--- src/rtl/drp_pkg.sv ---
// Shared definitions for the DRP/XADC responder: register addresses,
// conversion channel order and sequencer state encoding.
package drp_pkg;

    localparam int unsigned NUM_CH = 5;

    localparam logic [6:0] ADDR_VPVN   = 7'h03;
    localparam logic [6:0] ADDR_VAUX2  = 7'h12;
    localparam logic [6:0] ADDR_VAUX3  = 7'h13;
    localparam logic [6:0] ADDR_VAUX10 = 7'h1A;
    localparam logic [6:0] ADDR_VAUX11 = 7'h1B;
    localparam logic [6:0] ADDR_CFG0   = 7'h40;
    localparam logic [6:0] ADDR_CFG1   = 7'h41;

    typedef enum logic [1:0] {
        SEQ_IDLE,
        SEQ_CONV,
        SEQ_EOC
    } seq_state_e;

    // Index into the conversion order; index i is enabled by CFG1[i].
    typedef logic [2:0] ch_idx_t;

    // Channel-order table: 0x12, 0x13, 0x1A, 0x1B, 0x03.
    function automatic logic [4:0] ch_addr(input ch_idx_t idx);
        logic [4:0] a;
        case (idx)
            3'd0:    a = ADDR_VAUX2[4:0];
            3'd1:    a = ADDR_VAUX3[4:0];
            3'd2:    a = ADDR_VAUX10[4:0];
            3'd3:    a = ADDR_VAUX11[4:0];
            3'd4:    a = ADDR_VPVN[4:0];
            default: a = '0;
        endcase
        return a;
    endfunction

    // Next enabled channel after cur, wrapping; returns cur if nothing else is enabled.
    function automatic ch_idx_t next_enabled(input ch_idx_t cur, input logic [4:0] en);
        ch_idx_t      res;
        logic         found;
        int unsigned  k;
        res   = cur;
        found = 1'b0;
        for (int unsigned i = 1; i <= NUM_CH; i++) begin
            k = (32'(cur) + i) % NUM_CH;
            if (!found && en[k]) begin
                res   = ch_idx_t'(k);
                found = 1'b1;
            end
        end
        return res;
    endfunction

    // First enabled channel in order (search starts just after the last slot).
    function automatic ch_idx_t first_enabled(input logic [4:0] en);
        return next_enabled(ch_idx_t'(NUM_CH - 1), en);
    endfunction

endpackage

--- src/rtl/adc_conv_sequencer.sv ---
// Conversion sequencer: fixed-length slots, one eoc pulse per slot,
// round-robin over the enabled channels.
module adc_conv_sequencer
    import drp_pkg::*;
#(
    parameter int unsigned CONV_CYCLES = 26
) (
    input  logic          clk_i,
    input  logic          rst_ni,
    input  logic [4:0]    en_i,
    output logic          eoc_o,
    output logic [4:0]    channel_o,
    output logic [4:0]    sample_ch_o,
    output logic          stat_we_o,
    output ch_idx_t       stat_idx_o
);

    localparam int unsigned CNT_W = $clog2(CONV_CYCLES);

    seq_state_e       state_q, state_d;
    logic [CNT_W-1:0] cnt_q, cnt_d;
    ch_idx_t          idx_q, idx_d;
    logic [4:0]       chan_q, chan_d;

    // Next-state: CONV lasts CONV_CYCLES-1 cycles, EOC one cycle, then advance.
    always_comb begin
        state_d = state_q;
        cnt_d   = cnt_q;
        idx_d   = idx_q;
        chan_d  = chan_q;
        case (state_q)
            SEQ_IDLE: begin
                cnt_d = '0;
                if (en_i != '0) begin
                    state_d = SEQ_CONV;
                    idx_d   = first_enabled(en_i);
                end
            end
            SEQ_CONV: begin
                if (cnt_q == CNT_W'(CONV_CYCLES - 2)) begin
                    state_d = SEQ_EOC;
                    cnt_d   = '0;
                    chan_d  = ch_addr(idx_q);
                end else begin
                    cnt_d = cnt_q + CNT_W'(1);
                end
            end
            SEQ_EOC: begin
                if (en_i == '0) begin
                    state_d = SEQ_IDLE;
                end else begin
                    state_d = SEQ_CONV;
                    idx_d   = next_enabled(idx_q, en_i);
                end
            end
            default: begin
                state_d = SEQ_IDLE;
                cnt_d   = '0;
            end
        endcase
    end

    // State register; reset starts at index 0, the first channel enabled by the CFG1 reset value.
    always_ff @(posedge clk_i or negedge rst_ni) begin
        if (!rst_ni) begin
            state_q <= SEQ_CONV;
            cnt_q   <= '0;
            idx_q   <= '0;
            chan_q  <= '0;
        end else begin
            state_q <= state_d;
            cnt_q   <= cnt_d;
            idx_q   <= idx_d;
            chan_q  <= chan_d;
        end
    end

    assign eoc_o       = (state_q == SEQ_EOC);
    assign stat_we_o   = (state_q == SEQ_EOC);
    assign stat_idx_o  = idx_q;
    assign channel_o   = chan_q;
    assign sample_ch_o = ch_addr(idx_q);

endmodule

--- src/rtl/drp_adc_responder.sv ---
// XADC DRP slave model: handshake with fixed read latency, status/config
// register file and the conversion sequencer that fills the status registers.
module drp_adc_responder
    import drp_pkg::*;
#(
    parameter int unsigned CONV_CYCLES  = 26,
    parameter int unsigned READ_LATENCY = 4,
    parameter int unsigned ADDR_W       = 7,
    parameter int unsigned DATA_W       = 16
) (
    input  logic              CLK100MHZ,
    input  logic              CPU_RESETN,
    input  logic              den_in,
    input  logic              dwe_in,
    input  logic [ADDR_W-1:0] daddr_in,
    input  logic [DATA_W-1:0] di_in,
    output logic [DATA_W-1:0] do_out,
    output logic              drdy_out,
    output logic              busy_out,
    output logic              eoc_out,
    output logic [4:0]        channel_out,
    output logic [4:0]        sample_ch,
    input  logic [DATA_W-1:0] sample_in,
    output logic              prot_err
);

    logic              busy_q, busy_d;
    logic [3:0]        lat_q, lat_d;
    logic              drdy_q, drdy_d;
    logic              we_q, we_d;
    logic [DATA_W-1:0] rdata_q, rdata_d;
    logic [DATA_W-1:0] do_q, do_d;
    logic              prot_q;
    logic [DATA_W-1:0] stat_q [NUM_CH];
    logic [DATA_W-1:0] cfg0_q, cfg1_q;
    logic [DATA_W-1:0] rd_val;
    logic              accept;
    logic              stat_we;
    ch_idx_t           stat_idx;

    assign accept = den_in & ~busy_q;

    adc_conv_sequencer #(
        .CONV_CYCLES (CONV_CYCLES)
    ) u_seq (
        .clk_i       (CLK100MHZ),
        .rst_ni      (CPU_RESETN),
        .en_i        (cfg1_q[4:0]),
        .eoc_o       (eoc_out),
        .channel_o   (channel_out),
        .sample_ch_o (sample_ch),
        .stat_we_o   (stat_we),
        .stat_idx_o  (stat_idx)
    );

    // Read mux over the register map; unmapped addresses read as zero.
    always_comb begin
        rd_val = '0;
        case (daddr_in)
            ADDR_VAUX2:  rd_val = stat_q[0];
            ADDR_VAUX3:  rd_val = stat_q[1];
            ADDR_VAUX10: rd_val = stat_q[2];
            ADDR_VAUX11: rd_val = stat_q[3];
            ADDR_VPVN:   rd_val = stat_q[4];
            ADDR_CFG0:   rd_val = cfg0_q;
            ADDR_CFG1:   rd_val = cfg1_q;
            default:     rd_val = '0;
        endcase
    end

    // Handshake: snapshot on accept, count to READ_LATENCY, pulse drdy, drop busy after drdy.
    always_comb begin
        busy_d  = busy_q;
        lat_d   = lat_q;
        drdy_d  = 1'b0;
        we_d    = we_q;
        rdata_d = rdata_q;
        do_d    = do_q;
        if (busy_q) begin
            if (drdy_q) begin
                busy_d = 1'b0;
            end else if (lat_q == 4'(READ_LATENCY)) begin
                drdy_d = 1'b1;
                if (!we_q) begin
                    do_d = rdata_q;
                end
            end else begin
                lat_d = lat_q + 4'd1;
            end
        end else if (den_in) begin
            busy_d  = 1'b1;
            lat_d   = 4'd1;
            we_d    = dwe_in;
            rdata_d = rd_val;
        end
    end

    // Handshake registers and sticky protocol-error flag.
    always_ff @(posedge CLK100MHZ or negedge CPU_RESETN) begin
        if (!CPU_RESETN) begin
            busy_q  <= 1'b0;
            lat_q   <= '0;
            drdy_q  <= 1'b0;
            we_q    <= 1'b0;
            rdata_q <= '0;
            do_q    <= '0;
            prot_q  <= 1'b0;
        end else begin
            busy_q  <= busy_d;
            lat_q   <= lat_d;
            drdy_q  <= drdy_d;
            we_q    <= we_d;
            rdata_q <= rdata_d;
            do_q    <= do_d;
            prot_q  <= prot_q | (den_in & busy_q);
        end
    end

    // Register file: CFG written by accepted DRP writes, status written by the sequencer.
    always_ff @(posedge CLK100MHZ or negedge CPU_RESETN) begin
        if (!CPU_RESETN) begin
            cfg0_q <= '0;
            cfg1_q <= DATA_W'(16'h000F);
            for (int unsigned i = 0; i < NUM_CH; i++) begin
                stat_q[i] <= '0;
            end
        end else begin
            if (accept && dwe_in && daddr_in == ADDR_CFG0) begin
                cfg0_q <= di_in;
            end
            if (accept && dwe_in && daddr_in == ADDR_CFG1) begin
                cfg1_q <= di_in;
            end
            for (int unsigned i = 0; i < NUM_CH; i++) begin
                if (stat_we && stat_idx == ch_idx_t'(i)) begin
                    stat_q[i] <= sample_in;
                end
            end
        end
    end

    assign busy_out = busy_q;
    assign drdy_out = drdy_q;
    assign do_out   = do_q;
    assign prot_err = prot_q;

endmodule
--- config.mk ---
export PLATFORM = sky130hd
export DESIGN_NAME = drp_adc_responder
export DESIGN_NICKNAME = d
export VERILOG_FILES = /design/src/rtl/drp_pkg.sv /design/src/rtl/adc_conv_sequencer.sv /design/src/rtl/drp_adc_responder.sv
export SDC_FILE = /design/constraint.sdc
export NUM_CORES = 1
export LEC_CHECK = 0
export BUFFER_PORTS_ARGS = -buffer_cell sky130_fd_sc_hd__buf_2
export CORE_MARGIN = 3
export CORE_UTILIZATION = 55
export CTS_BUF_LIST = sky130_fd_sc_hd__clkbuf_16
export DETAILED_ROUTE_END_ITERATION = 12
export PLACE_DENSITY = 0.74
export SYNTH_ARGS = -nofsm -noshare
export SYNTH_HDL_FRONTEND = slang
export SYNTH_HIERARCHICAL = 1
export SYNTH_SLANG_ARGS = --single-unit
--- constraint.sdc ---
create_clock -name CLK100MHZ -period 5.2 [get_ports CLK100MHZ]
set_input_delay 0.78 -clock CLK100MHZ [delete_from_list [all_inputs] [get_ports CLK100MHZ]]
set_output_delay 0.78 -clock CLK100MHZ [all_outputs]
set_load 0.1 [all_outputs]
**Yosys cells after proc, flatten, opt, wreduce, memory -nomap -nowiden**

Index checks and enable logic that the tools add are counted.
Widths: inputs -> output; s select.

- Input bits: 43
- Register bits after elaboration: 167
- Output and inout port bits: 30

- Equality and inequality tests: 21
- Reductions and logical operators: 36
- Div/mod/pow operators: 5
- Bitwise logic cells: 6
- Muxes and demuxes: 65
- Add/subtract/negate cells: 7
- $lt $le $gt $ge: 5

Operators by type and width:

| operator | number |
|---|---|
| $lt 32x4->1 const B | 5 |
| $mod 32x3->32 const B | 5 |
| $pmux 16 s7 | 1 |
| $mux 1 | 36 |
| $mux 3 | 12 |
| $eq 7x5->1 const B | 4 |
| $pmux 5 s5 | 1 |
| $logic_and 1x1->1 | 16 |
| $mux 4 | 4 |
| $bmux 1 s3 | 5 |
| $eq 7x7->1 const B | 2 |
| $pmux 5 s2 | 1 |
| $add 3x2->4 const B | 2 |
| $add 3x3->4 const B | 2 |
| $logic_not 1->1 | 8 |
| $reduce_and 4->1 | 2 |
| $eq 7x2->1 const B | 1 |
| $eq 3x2->1 const B | 2 |
| $ne 2x2->1 const B | 3 |
| $ne 6x1->1 const B | 1 |
| $pmux 2 s3 | 1 |
| $pmux 3 s2 | 1 |
| $reduce_and 2->1 | 3 |
| $add 5x1->5 const B | 1 |
| other kinds (20) | 26 |

**Depth between registers and ports, before layout**

Gate-level depths: netlist of run 1.

- Word-level depth: 27
- Depth in mapped cells: 21

**Modules after synthesis**

Netlist of run 1, hierarchy kept.

Modules (own cells, without submodules):

| module | cells each | sequential area each (um2) | instances | area each (um2) |
|---|---|---|---|---|
| drp_adc_responder | 459 | 3808.7 | 1 | 6811.5 |
| adc_conv_sequencer | 356 | 351.6 | 1 | 2783.9 |

**Worst setup path after synthesis of run 1**

Ideal clock, no wire load.

- Path kind: reg2reg
- From: reg u_seq.idx_q[2], in the netlist u_seq/stat_idx_o[2]
- To: reg u_seq.idx_q[1], in the netlist u_seq/stat_idx_o[1]
- Cell stages (with the launch flop): 22
- Arrival time: 4416 ps
- Data required time: 5080 ps
- Buffers on the path: 3
- Setup slack: 664 ps
- Cell sequence: dfrtp_1 -> buf_4 -> inv_1 -> ha_1 -> clkbuf_1 -> inv_1 -> ha_1 -> nor3_1 -> nor2_1 -> xnor2_1 -> ha_1 -> nand2b_1 -> nand3_1 -> and3_1 -> clkbuf_1 -> a31o_2 -> a311o_1 -> nor2_1 -> a41o_1 -> a21oi_1 -> a22o_1 -> a31o_1

- Longest elaborated chain between the ends: 27

RTL lines:

| element | RTL line | text |
|---|---|---|
| from (decl) | adc_conv_sequencer.sv:22 | `ch_idx_t idx_q, idx_d;` |
| from (signal assigned) | adc_conv_sequencer.sv:73 | `idx_q <= idx_d;` |
| $add 3x1->4 | drp_pkg.sv:46 | `k = (32'(cur) + i) % NUM_CH;` |
| $mod 32x3->32 | drp_pkg.sv:46 |  |
| $bmux 1 s3 | drp_pkg.sv:47 | `if (!found && en[k]) begin` |
| $mux 1 (implied by the code) | drp_pkg.sv:47 |  |
| $mux 1 | drp_pkg.sv:47 |  |
| $mux 1 | adc_conv_sequencer.sv:49 | `if (en_i == '0) begin` |
| $mux 1 | adc_conv_sequencer.sv:31 | `case (state_q)` |
| $logic_not 1->1 | drp_pkg.sv:47 |  |
| (+11 left out) | - |  |
| $mux 1 | drp_pkg.sv:47 |  |
| $mux 1 | adc_conv_sequencer.sv:49 |  |
| $mux 1 | adc_conv_sequencer.sv:31 |  |
| $logic_not 1->1 | drp_pkg.sv:47 |  |
| $logic_and 1x1->1 | drp_pkg.sv:47 |  |
| $mux 3 | drp_pkg.sv:47 |  |
| $mux 3 | adc_conv_sequencer.sv:49 |  |
| $pmux 3 s2 | adc_conv_sequencer.sv:31 |  |

Parallel ways exist; a longest one is shown, timed or not. The select of a mux whose other input is x is not followed.
A chain may end at the register's enable or synchronous reset.

**Final worst setup path of run 1**

- From: reg u_seq.idx_q[1], in the netlist u_seq/stat_idx_o[1]
- To: reg u_seq.idx_q[1], in the netlist u_seq/stat_idx_o[1]

Same word-level chain as after synthesis.

==> summary.txt, run 1 <==
Synthesis
  – Flops & latches, synth: 166
  – Post-synth EDFFs: 0
  – Distinct cells, synth: 98
  – Register area share after synthesis: 43.4%
  – Syn_area_per_cell: 11.8 um^2
  – Post-Synthesis Cell Area: 9600 um^2
  – Post-synth top flop: dfrtp_1
  – Asr flop ratio synth: 100%
  – Post-synthesis instance total: 815
  – Yosys warns: 6

Placed design
  – Place WS: 0.491 ns
  – Final GP Congestion: 0.914
  – Dpl cells: 1071
  – Detail Placement HPWL: 16.9 mm
  – # port buffers: 70

Clock tree
  – CTS Buf Count: 17
  – Post-CTS setup buffers: 0
  – CTS resizes: 0
  – Root buffer cell: clkbuf_16
  – Clock Latency Late Sink: 0.43 ns
  – CTS tree: yes
  – Clock Sinks: 166
  – Clk buf depth: 2
  – H-tree levels: 4
  – Hold buffers post-CTS: 0
  – Clock transition at the registers of the reported paths: 0.07 ns

Timing
  – RSZ-0062 raised after global routing: no
  – Relative slew slack: 19.7%
  – Post-route minimum period: 4.86 ns
  – Tcrit/Tclk final: 93.5%
  – Skew final: 0.0112 ns
  – Final Max Tran Viols: 0
  – Max Freq: 206 MHz
  – Endpoints failing hold: 0
  – Setup TNS: 0 ns
  – Actual slew at the worst max-slew pin: 1.20 ns
  – Setup violations, final: 0
  – Setup ws final: 0.338 ns

Floorplanning
  – Initial Utilization: 57.1%
  – Core region area: 16800 um^2
  – Chip Width: 138 um
  – Ports: 73
  – Row count: 47
  – Die ar.: 19100 um^2
  – Die Y-Extent: 138 um

Setup path
  – FF-to-FF path depth: 18
  – Worst path top cell family by delay: compound AO/OA/AOI/OAI gates
  – Setup crit end: u_seq/stat_idx_o[1]
  – CP max stage cell: dfrtp_1
  – Largest fanout on the critical path: 16
  – WP data required: 5.52 ns
  – Endpoint type of the worst setup path: flip-flop
  – End of the worst register-to-register path: u_seq/stat_idx_o[1]
  – Startpoint Class: flip-flop
  – Most frequent CP cell: ha_1
  – Worst path bufs/invs: 1
  – Stages on worst setup path: 18
  – R2r setup slk: 0.34 ns
  – CP cell instances: ha_1, ha_1, inv_1, ha_1, nor3_1, nor2_1, xnor2_1, ha_1, nand2b_1, nand3_1, and3_1, a31o_2, a311o_1, nor2_1, a41o_1, a21oi_1, a22o_1, a31o_1
  – Worst r2r src: u_seq/stat_idx_o[1]
  – WP data arrival: 5.18 ns
  – Worst path max stage delay: 0.56 ns
  – Crit path kind: reg -> reg
  – Launch point of the critical path: u_seq/stat_idx_o[1]

Worst hold path
  – Hold Path Class: in -> async

Cells and area
  – Nets: 943
  – Fillers: 1276
  – Ant. Diodes: 0
  – Area grow syn2layout: 12.3%
  – Layout cells sized above 1: 35.8%
  – Non-filler instance count after layout: 1103

Power
  – PD cells: 380 nW/um^2
  – Pwr Total: 0.00409 W
  – Leakage power: 5.22 nW
  – Max rail drop VDD: 0.275 mV

Detailed routing
  – Pre-Repair DR Iteration Count: 5
  – Vias per cell: 6.30
  – Total number of vias: 6952
  – Residual DRC: 0
  – WL/cell: 21.5 um
  – Post-Route WL: 23.7 mm
  – Final ANT Viol Nets: 0
  – DRT iter0 DRCs: 729

Global route
  – Grt ovf: 0
  – Global-route wire length before repair: 38.6 mm
  – Largest net degree at the start of global routing: 71
  – Overall routing resource usage: 24.9%
  – Vias in the first global route: 7077
  – Initial antenna violation count: 1

Status
  – Status: completed

Run
  – Maxcap violations: 0
## Yosys cell counts (4+ instances only)
| master | instances | share of area, % |
|---|---|---|
| buf_4 | 5 | 0.39 |
| nand2b_1 | 10 | 0.65 |
| a21oi_1 | 17 | 0.89 |
| ha_1 | 30 | 3.9 |
| nand4_1 | 4 | 0.26 |
| nand3_1 | 7 | 0.37 |
| nor2_1 | 28 | 1.1 |
| nor2b_1 | 18 | 1.2 |
| nor4bb_1 | 4 | 0.42 |
| a211oi_1 | 7 | 0.55 |
| clkbuf_1 | 21 | 0.82 |
| mux2_4 | 20 | 3.1 |
| dfrtp_1 | 161 | 42 |
| a221oi_1 | 19 | 1.7 |
| xnor2_1 | 4 | 0.37 |
| o221ai_1 | 4 | 0.37 |
| mux2_2 | 126 | 15 |
| buf_2 | 15 | 0.78 |
| dfstp_2 | 5 | 1.4 |
| mux2i_1 | 22 | 2.3 |
| nor3_1 | 14 | 0.73 |
| o22ai_1 | 4 | 0.26 |
| o211ai_1 | 8 | 0.63 |
| and3b_1 | 13 | 1.2 |
| buf_1 | 6 | 0.23 |
| o211a_1 | 4 | 0.42 |
| mux4_2 | 13 | 3.1 |
| nand4b_1 | 4 | 0.37 |
| a22o_1 | 5 | 0.46 |
| o21ai_0 | 30 | 1.6 |
| and3_1 | 5 | 0.33 |
| nand2_1 | 47 | 1.8 |
| a21o_1 | 5 | 0.39 |
| inv_1 | 26 | 1.0 |
| xor2_1 | 5 | 0.46 |
## power breakdown
| part | leakage (nW) | total [W] | switching, W | internal, W |
|---|---|---|---|---|
| combinational | 2.67 | 0.00134 | 0.000843 | 0.000493 |
| sequential | 2.24 | 0.00141 | 0.0000618 | 0.00135 |
| clock | 0.306 | 0.00134 | 0.000564 | 0.000778 |
## final cells by class
class                           count  area [um^2]  area share, %
Clock buffer                       17          425           3.95
Clock inverter                     15          211           1.96
Inverter                           29          109           1.01
Multi-Input combinational cell    571         5130           47.6
Sequential cell                   166         4160           38.6
Tap cell                          220          275           2.55
Timing Repair Buffer               85          469           4.35
## state kept, by name, indices dropped and copies added (netlist names)
| name | count |
|---|---|
| stat_q | 80 |
| u_seq/state_q | 2 |
| u_seq/stat_idx_o | 3 |
| cfg0_q | 16 |
| u_seq/cnt_q | 5 |
| busy_out | 1 |
| cfg1_q | 16 |
| prot_err | 1 |
| u_seq/channel_o | 4 |
| lat_q | 4 |
| we_q | 1 |
| do_out | 16 |
| drdy_out | 1 |
| rdata_q | 16 |
## stage by stage
stage | util, % | instance area (um^2) | hold WS [ns]
6_report | 64.1 | 10800 | 0.345
5_1_grt | 64.1 | 10800 | 0.392
4_1_cts | 64.1 | 10800 | 0.383
3_5_place_dp | 60.3 | 10100 | 0.452
3_3_place_gp | 60.3 | 10100 | 0.434
2_1_floorplan | - | 9600 | 0.444
## cells by family (layout without fill, tap and decap cells)
| group | count (synthesis) | in the layout | synth area share, % |
|---|---|---|---|
| AO/OA/AOI/OAI | 157 | 157 | 12.7 |
| AND/OR/NAND/NOR | 191 | 191 | 12.0 |
| adder cells (fa/ha/maj) | 30 | 30 | 3.91 |
| other | 1 | 2 | 0.0391 |
| XOR/XNOR | 10 | 10 | 0.991 |
| flip-flops | 166 | 166 | 43.4 |
| buffers and inverters | 79 | 146 | 3.72 |
| multiplexers | 181 | 181 | 23.3 |
## worst register-to-register path: cells and delay by family, from the launching register on
family	cells	cell delay, ns
DFF	1	0.56
xor gates and xnor gates	1	0.34
and+or+nand+nor	6	0.90
buffers and inverters	1	0.12
AOI/OAI and AO/OA	6	1.48
adders and majority gates	4	1.35
## layout by cell type (no fill, tap or decap), types with 7 or more instances in the layout
cell type	n
dfrtp_1	161
mux2_2	126
buf_2	69
nand2_1	47
o21ai_0	30
ha_1	30
nor2_1	28
inv_1	26
mux2i_1	22
mux2_4	20
a221oi_1	19
nor2b_1	18
clkbuf_16	17
a21oi_1	17
buf_4	15
mux4_2	13
and3b_1	13
nor3_1	13
nand2b_1	10
o211ai_1	8
nand3_1	7
a211oi_1	7
## metal layers
layer	part of all wire, %	vias to the layer above	global-route usage, %
li1	-	3158	-
met1	46	3544	35.6
met2	47	212	39.5
met3	5.7	36	4.77
met4	1.4	2	6.19
met5	0.055	-	0
## how the worst min path moves through the flow
stage                endpoint  slack (ns)  cells past startpoint
2_1_floorplan      rdata_q[0]        0.44                      2
3_3_place_gp         prot_err        0.43                      1
3_5_place_dp         prot_err        0.45                      1
4_1_cts        u_seq/cnt_q[3]        0.38                      1
5_1_grt        u_seq/cnt_q[3]        0.39                      1
6_report       u_seq/cnt_q[3]        0.35                      1
Note: power is estimated with default switching activity, not from simulation.
==> run 2: changes to the inputs <==
--- a/config.mk
+++ b/config.mk
@@ -13,5 +13,4 @@
 export PLACE_DENSITY = 0.74
 export SYNTH_ARGS = -nofsm -noshare
 export SYNTH_HDL_FRONTEND = slang
-export SYNTH_HIERARCHICAL = 1
 export SYNTH_SLANG_ARGS = --single-unit
==> summary.txt, run 2 <==
Synthesis
  – Most frequent cell after synthesis: dfrtp_1
  – Post-synth top flop: dfrtp_1
  – Distinct cells, synth: 77 (-21%)
  – Share of the synthesized area in the top cell type: 44.4% (+2.4 points)
  – Asr flop ratio synth: 100% (unchanged)
  – Post-synthesis instance total: 814 (-0.12%)
  – Flops & latches, synth: 166 (unchanged)
  – Post-synth EDFFs: 0 (unchanged)
  – Syn_area_per_cell: 11.2 um^2 (-5.2%)
  – Leading post-synthesis cells by cell area: dfrtp_1, mux2_2, mux2i_1
  – Register area share after synthesis: 45.8% (+2.4 points)
  – Synth area leader: dfrtp_1
  – Post-Synthesis Cell Area: 9080 um^2 (-5.3%)
  – Yosys warns: 0 (-6)
  – Synth cell count leaders: dfrtp_1, mux2_2, nand2_1, o21ai_0, mux2i_1

Timing
  – Post-route minimum period: 4.74 ns (-0.123 ns)
  – Final Max Tran Viols: 0 (unchanged)
  – RSZ-0062 raised after global routing: no
  – Setup TNS: 0 ns (unchanged)
  – Actual slew at the worst max-slew pin: 1.28 ns (+0.0779 ns)
  – Skew final: 0.0125 ns (+0.00140 ns)
  – Endpoints failing hold: 0 (unchanged)
  – Tcrit/Tclk final: 91.1% (-2.4 points)
  – Max Freq: 211 MHz (+2.6%)
  – Setup ws final: 0.461 ns (+0.123 ns)
  – Setup violations, final: 0 (unchanged)
  – Relative slew slack: 14.5% (-5.2 points)
  – Hold_ws: 0.263 ns (-0.0817 ns)

Setup path
  – CP cell instances: ha_1, ha_2, inv_1, ha_1, nor3_1, nor2_1, xnor2_1, ha_1, nand2b_1, a311o_1, o2bb2ai_1, a31oi_1, mux2_2, a22oi_2, nor2_1, o311ai_1, a31oi_1
  – CP max stage cell: dfrtp_1
  – WP data arrival: 5.04 ns (-0.14 ns)
  – Worst path max stage delay: 0.51 ns (-0.05 ns)
  – FF-to-FF path depth: 17 (-1)
  – WP data required: 5.50 ns (-0.02 ns)
  – Largest fanout on the critical path: 12 (-4)
  – Worst path top cell family by delay: compound AO/OA/AOI/OAI gates
  – Crit path kind: reg -> reg
  – Startpoint Class: flip-flop
  – Worst path bufs/invs: 1 (unchanged)
  – Endpoint type of the worst setup path: flip-flop
  – Most frequent CP cell: ha_1
  – End of the worst register-to-register path: u_seq.stat_idx_o[1]
  – Worst r2r src: u_seq.stat_idx_o[0]
  – R2r setup slk: 0.46 ns (+0.12 ns)

Power
  – Clk pwr share: 26.4% (-6.4 points)
  – Share of total power in sequential cells: 31.8% (-2.8 points)
  – Leakage power: 4.88 nW (-6.4%)
  – Logic gate share of total power: 41.8% (+9.2 points)
  – Cell Int Power: 0.00272 W (+3.8%)
  – Max rail drop VDD: 0.273 mV (-0.77%)
  – PD cells: 441 nW/um^2 (+16%)
  – Switching share of power: 39.2% (+3.3 points)
  – Sw Pwr: 0.00175 W (+19%)

Placed design
  – Detail Placement HPWL: 14.6 mm (-14%)
  – Place WS: 0.330 ns (-0.160 ns)
  – Placed Area: 9590 um^2 (-5.5%)
  – Dpl cells: 1059 (-1.1%)
  – # port buffers: 70 (unchanged)
  – Final GP Congestion: 0.884 (-3.3%)

Global route
  – Grt ovf: 0 (unchanged)
  – Global-route wire length before repair: 34.0 mm (-12%)
  – Overall routing resource usage: 23.8% (-1.1 points)
  – Initial antenna violation count: 1 (unchanged)
  – Largest net degree at the start of global routing: 70 (-1.4%)
  – Vias in the first global route: 6593 (-6.8%)

Floorplanning
  – Core region area: 16000 um^2 (-4.9%)
  – Ports: 73 (unchanged)
  – Chip Width: 135 um (-2.6%)
  – Die Y-Extent: 135 um (-2.6%)
  – Row count: 46 (-2.1%)
  – Initial Utilization: 56.8% (-0.28 points)
  – Die ar.: 18100 um^2 (-5.1%)

Detailed routing
  – Residual DRC: 0 (unchanged)
  – Vias per cell: 6.12 (-2.9%)
  – Post-Route WL: 21.1 mm (-11%)
  – Pre-Repair DR Iteration Count: 5 (unchanged)
  – WL/cell: 19.4 um (-9.9%)
  – DRT iter0 DRCs: 544 (-25%)
  – Final ANT Viol Nets: 0 (unchanged)
  – Total number of vias: 6679 (-3.9%)

Clock tree
  – H-tree levels: 4 (unchanged)
  – Clock Sinks: 166 (unchanged)
  – Clk buf depth: 2 (unchanged)
  – Clock transition at the registers of the reported paths: 0.06 ns (about the same)
  – Root buffer cell: clkbuf_16
  – Clock Latency Late Sink: 0.43 ns (about the same)
  – Hold buffers post-CTS: 0 (unchanged)
  – CTS tree: yes
  – CTS Buf Count: 17 (unchanged)

Run
  – Maxcap violations: 0 (unchanged)

Cells and area
  – Non-filler instance count after layout: 1091 (-1.1%)
  – Ant. Diodes: 0 (unchanged)
  – Fillers: 1287 (+0.86%)
  – Layout cells sized above 1: 30.2% (-5.6 points)
  – Commonest non-fill, non-tap cell in the layout: dfrtp_1
  – Commonest cells after routing, fill and taps aside: dfrtp_1, mux2_2, buf_2
  – Nets: 935 (-0.85%)
  – Most flop-heavy register: stat_q
  – Area grow syn2layout: 11.8%
  – Post-route cell area: 10200 um^2 (-5.8%)
  – Max FFs per register: 80 (unchanged)

Status
  – Status: completed

Worst hold path
  – Hold Path Class: in -> async
==> run 2: cell count changes in the layout (fill, tap and decap cells not counted), moves of 8 or more <==
cell	previous run	this run
a221o_1	2	16
a221oi_1	19	2
a22o_1	5	16
and3b_1	13	2
mux2_2	126	135
mux2_4	20	0
mux2i_1	22	47
mux4_2	13	0
nand2_1	47	65
nor2b_1	18	10
o21ai_0	30	52
==> run 2: worst reg2reg max path, stage by stage, from the launching register on <==
cell	delay, ns
dfrtp_1	0.51
ha_1	0.32
ha_2	0.46
inv_1	0.11
ha_1	0.22
nor3_1	0.20
nor2_1	0.09
xnor2_1	0.32
ha_1	0.26
nand2b_1	0.09
a311o_1	0.40
o2bb2ai_1	0.14
a31oi_1	0.34
mux2_2	0.39
a22oi_2	0.25
nor2_1	0.09
o311ai_1	0.28
a31oi_1	0.11
==> run 2: routing by layer <==
layer	up-vias	part of all wire [%]	track usage, %
li1	3058	-	-
met1	3363	43	31.1
met2	214	50	39.5
met3	42	5.3	5.10
met4	2	2.4	8.31
met5	-	0.052	0
==> run 2: power by group through the flow <==
stage	Clock [W]	Combinational [W]	Sequential, W
2_1_floorplan	0	0.00141	0.00148
5_1_grt	0.00126	0.00204	0.00143
4_1_cts	0.00120	0.00183	0.00142
6_report	0.00118	0.00187	0.00142
3_3_place_gp	0	0.00173	0.00144
3_5_place_dp	0	0.00183	0.00144
==> run 2: stage by stage <==
| stage | utilization [%] | total power, W |
|---|---|---|
| 5_1_grt | 63.5 | 0.00474 |
| 2_1_floorplan | - | 0.00289 |
| 6_report | 63.5 | 0.00448 |
| 4_1_cts | 63.4 | 0.00445 |
| 3_3_place_gp | 59.9 | 0.00317 |
| 3_5_place_dp | 59.9 | 0.00327 |
==> run 2: repair_timing <==
item                       4_1_cts  5_1_grt
setup endpoints to repair        0        3
buffers inserted                 0        0
resized for setup                0        4
hold endpoints to repair         0        0
==> run 2: final cells by class <==
class | count | area [um^2] | area share (%)
clock inverters | 15 | 126 | 1.24
repair buffers | 81 | 439 | 4.32
flip-flops and latches | 166 | 4160 | 41.0
multi-input cells | 569 | 4630 | 45.6
clock buffers | 17 | 425 | 4.19
inverters | 27 | 101 | 0.998
well taps | 216 | 270 | 2.66
==> run 2: how the worst max path moves through the flow <==
stage                                   start                   to  slack (ns)  cells past startpoint
after floorplan           u_seq.stat_idx_o[2]  u_seq.stat_idx_o[1]        0.70                     20
after global placement    u_seq.stat_idx_o[0]  u_seq.stat_idx_o[1]        0.67                     17
after detailed placement  u_seq.stat_idx_o[0]  u_seq.stat_idx_o[1]        0.33                     17
after CTS                 u_seq.stat_idx_o[0]  u_seq.stat_idx_o[1]        0.30                     17
after global routing      u_seq.stat_idx_o[0]  u_seq.stat_idx_o[0]        0.08                     17
final                     u_seq.stat_idx_o[0]  u_seq.stat_idx_o[1]        0.46                     17
==> run 2: cells by family (layout without fill, tap and decap cells) <==
| group | Yosys count | count (layout) | share of synthesized area, % |
|---|---|---|---|
| xor gates and xnor gates | 12 | 12 | 1.24 |
| and+or+nand+nor | 178 | 178 | 10.3 |
| AOI/OAI and AO/OA | 165 | 165 | 13.0 |
| DFF | 166 | 166 | 45.8 |
| muxes | 182 | 182 | 21.9 |
| other | 1 | 2 | 0.0413 |
| buffers and inverters | 80 | 140 | 3.55 |
| adders and majority gates | 30 | 30 | 4.13 |
==> run 3: changes to the inputs <==
--- a/config.mk
+++ b/config.mk
@@ -10,6 +10,7 @@
 export CORE_UTILIZATION = 55
 export CTS_BUF_LIST = sky130_fd_sc_hd__clkbuf_16
 export DETAILED_ROUTE_END_ITERATION = 12
+export MAX_ROUTING_LAYER = met4
 export PLACE_DENSITY = 0.74
 export SYNTH_ARGS = -nofsm -noshare
 export SYNTH_HDL_FRONTEND = slang
==> summary.txt, run 3 (synthesis results as in run 2) <==
Status
  – Status: completed

Clock tree
  – Clock Sinks: 166 (unchanged)
  – Clock transition at the registers of the reported paths: 0.07 ns (about the same)
  – Post-CTS setup buffers: 0 (unchanged)
  – Clk buf depth: 2 (unchanged)
  – CTS Buf Count: 17 (unchanged)
  – Clock Latency Late Sink: 0.43 ns (about the same)
  – CTS tree: yes
  – CTS resizes: 0 (unchanged)
  – Hold buffers post-CTS: 0 (unchanged)
  – Root buffer cell: clkbuf_16
  – H-tree levels: 4 (unchanged)

Cells and area
  – Ant. Diodes: 0 (unchanged)
  – Area of the multi-input gates: 4610 um^2 (-0.38%)
  – Fillers: 1265 (-1.7%)
  – Nets: 934 (-0.11%)
  – Commonest cells after routing, fill and taps aside: dfrtp_1, mux2_2, buf_2
  – Max FFs per register: 80 (unchanged)
  – Core Util, Final: 63.5% (about the same)
  – Most flop-heavy register: stat_q
  – Area grow syn2layout: 11.8% (about the same)
  – Storage element area: 4160 um^2 (unchanged)
  – Layout cells sized above 1: 30.2% (+0.035 points)
  – Commonest non-fill, non-tap cell in the layout: dfrtp_1
  – Non-filler instance count after layout: 1090 (-0.092%)

Detailed routing
  – Met3 WL post-DR: 1.02 mm (-10%)
  – Pre-Repair DR Iteration Count: 5 (unchanged)
  – Residual DRC: 0 (unchanged)
  – Total number of vias: 6686 (+0.10%)
  – DRT iter0 DRCs: 503 (-7.5%)
  – Top sig layer: met4
  – Met1 WL: 9.10 mm (+1.2%)
  – Met2 wire len: 10.4 mm (-0.95%)
  – Vias per cell: 6.13 (+0.20%)
  – Final ANT Viol Nets: 0 (unchanged)
  – Post-Route WL: 21.0 mm (-0.88%)
  – WL/cell: 19.2 um (-0.78%)

Timing
  – RSZ-0062 raised after global routing: no
  – Setup violations, final: 0 (unchanged)
  – Relative slew slack: 12.9% (-1.6 points)
  – Final Max Tran Viols: 0 (unchanged)
  – Setup TNS: 0 ns (unchanged)
  – Post-route minimum period: 4.89 ns (+0.149 ns)
  – Endpoints failing hold: 0 (unchanged)
  – Hold_ws: 0.454 ns (+0.191 ns)
  – Actual slew at the worst max-slew pin: 1.30 ns (+0.0239 ns)
  – Tcrit/Tclk final: 94.0% (+2.9 points)
  – Skew final: 0.00832 ns (-0.00423 ns)
  – Max Freq: 205 MHz (-3.1%)

Floorplanning
  – Core region area: 16000 um^2 (unchanged)
  – Ports: 73 (unchanged)
  – Initial Utilization: 56.8% (unchanged)
  – Die ar.: 18100 um^2 (unchanged)
  – Row count: 46 (unchanged)
  – Die Y-Extent: 135 um (unchanged)
  – Chip Width: 135 um (unchanged)

Setup path
  – WP data arrival: 5.18 ns (+0.14 ns)
  – Startpoint Class: flip-flop
  – Largest fanout on the critical path: 13 (+1)
  – WP data required: 5.49 ns (about the same)
  – Endpoint type of the worst setup path: flip-flop
  – Crit path kind: reg -> reg

Global route
  – Largest net degree at the start of global routing: 89 (+27%)
  – Grt ovf: 0 (unchanged)
  – Initial antenna violation count: 0 (-1)
  – Global-route wire length before repair: 34.5 mm (+1.3%)
  – Overall routing resource usage: 24.5% (+0.73 points)
  – Vias in the first global route: 6829 (+3.6%)

Power
  – Max rail drop VDD: 0.290 mV (+6.2%)
  – PD cells: 444 nW/um^2 (+0.78%)
  – Leakage power: 4.88 nW (about the same)
  – Pwr Total: 0.00451 W (+0.81%)

Placed design
  – Final GP Congestion: 0.949 (+7.3%)
  – Detail Placement HPWL: 14.6 mm (about the same)
  – Dpl cells: 1058 (-0.094%)
  – # port buffers: 70 (unchanged)

Worst hold path
  – Hold Path Class: reg -> reg

Run
  – Maxcap violations: 0 (unchanged)
==> run 3: report_power, final <==
part	switching, W	total (W)	internal [W]	leakage, nW
Combinational	0.00118	0.00183	0.000654	2.39
Sequential	0.0000827	0.00145	0.00136	2.20
Clock	0.000522	0.00123	0.000711	0.284
Total	0.00178	0.00451	0.00273	4.88
==> run 3: layer usage <==
layer,track usage (%),vias to the layer above
li1,-,3061
met1,31.1,3408
met2,40.3,173
met3,4.28,44
met4,7.98,0
met5,-,-
==> run 3: final timing paths <==
check	depth (start not counted)	from	end	slack [ns]
max in group asynchronous	2	CPU_RESETN	cfg0_q[13]	3.89
worst max register to register	17	u_seq.stat_idx_o[1]	u_seq.stat_idx_o[1]	0.31
worst min register to register	1	prot_err	prot_err	0.45
worst max-delay path	17	u_seq.stat_idx_o[1]	u_seq.stat_idx_o[1]	0.31
worst min-delay path	1	prot_err	prot_err	0.45
min in group asynchronous	2	CPU_RESETN	rdata_q[1]	0.58
==> run 3: stage by stage <==
stage               setup WS, ns  cell area [um^2]
floorplan                  0.705              9090
finish                     0.311             10200
global route              0.0232             10200
detailed placement         0.438              9580
CTS                        0.417             10200
global placement           0.669              9580
==> run 3: critical path, stage by stage, from the launching register on <==
cell       delay (ns)
dfrtp_1          0.55
ha_1             0.32
ha_1             0.50
inv_1            0.13
ha_1             0.23
nor3_1           0.20
nor2_1           0.09
xnor2_1          0.27
ha_1             0.26
nand2b_1         0.10
a311o_1          0.40
o2bb2ai_1        0.13
a31oi_1          0.29
mux2_2           0.38
a22oi_1          0.38
nor2_1           0.10
o311ai_1         0.30
a31oi_1          0.12
==> run 3: layout make-up <==
class	instances	area share, %
Clock buffer	17	4.19
Clock inverter	15	1.52
Inverter	27	0.998
Multi-Input combinational cell	569	45.4
Sequential cell	166	41.0
Tap cell	216	2.66
Timing Repair Buffer	80	4.25
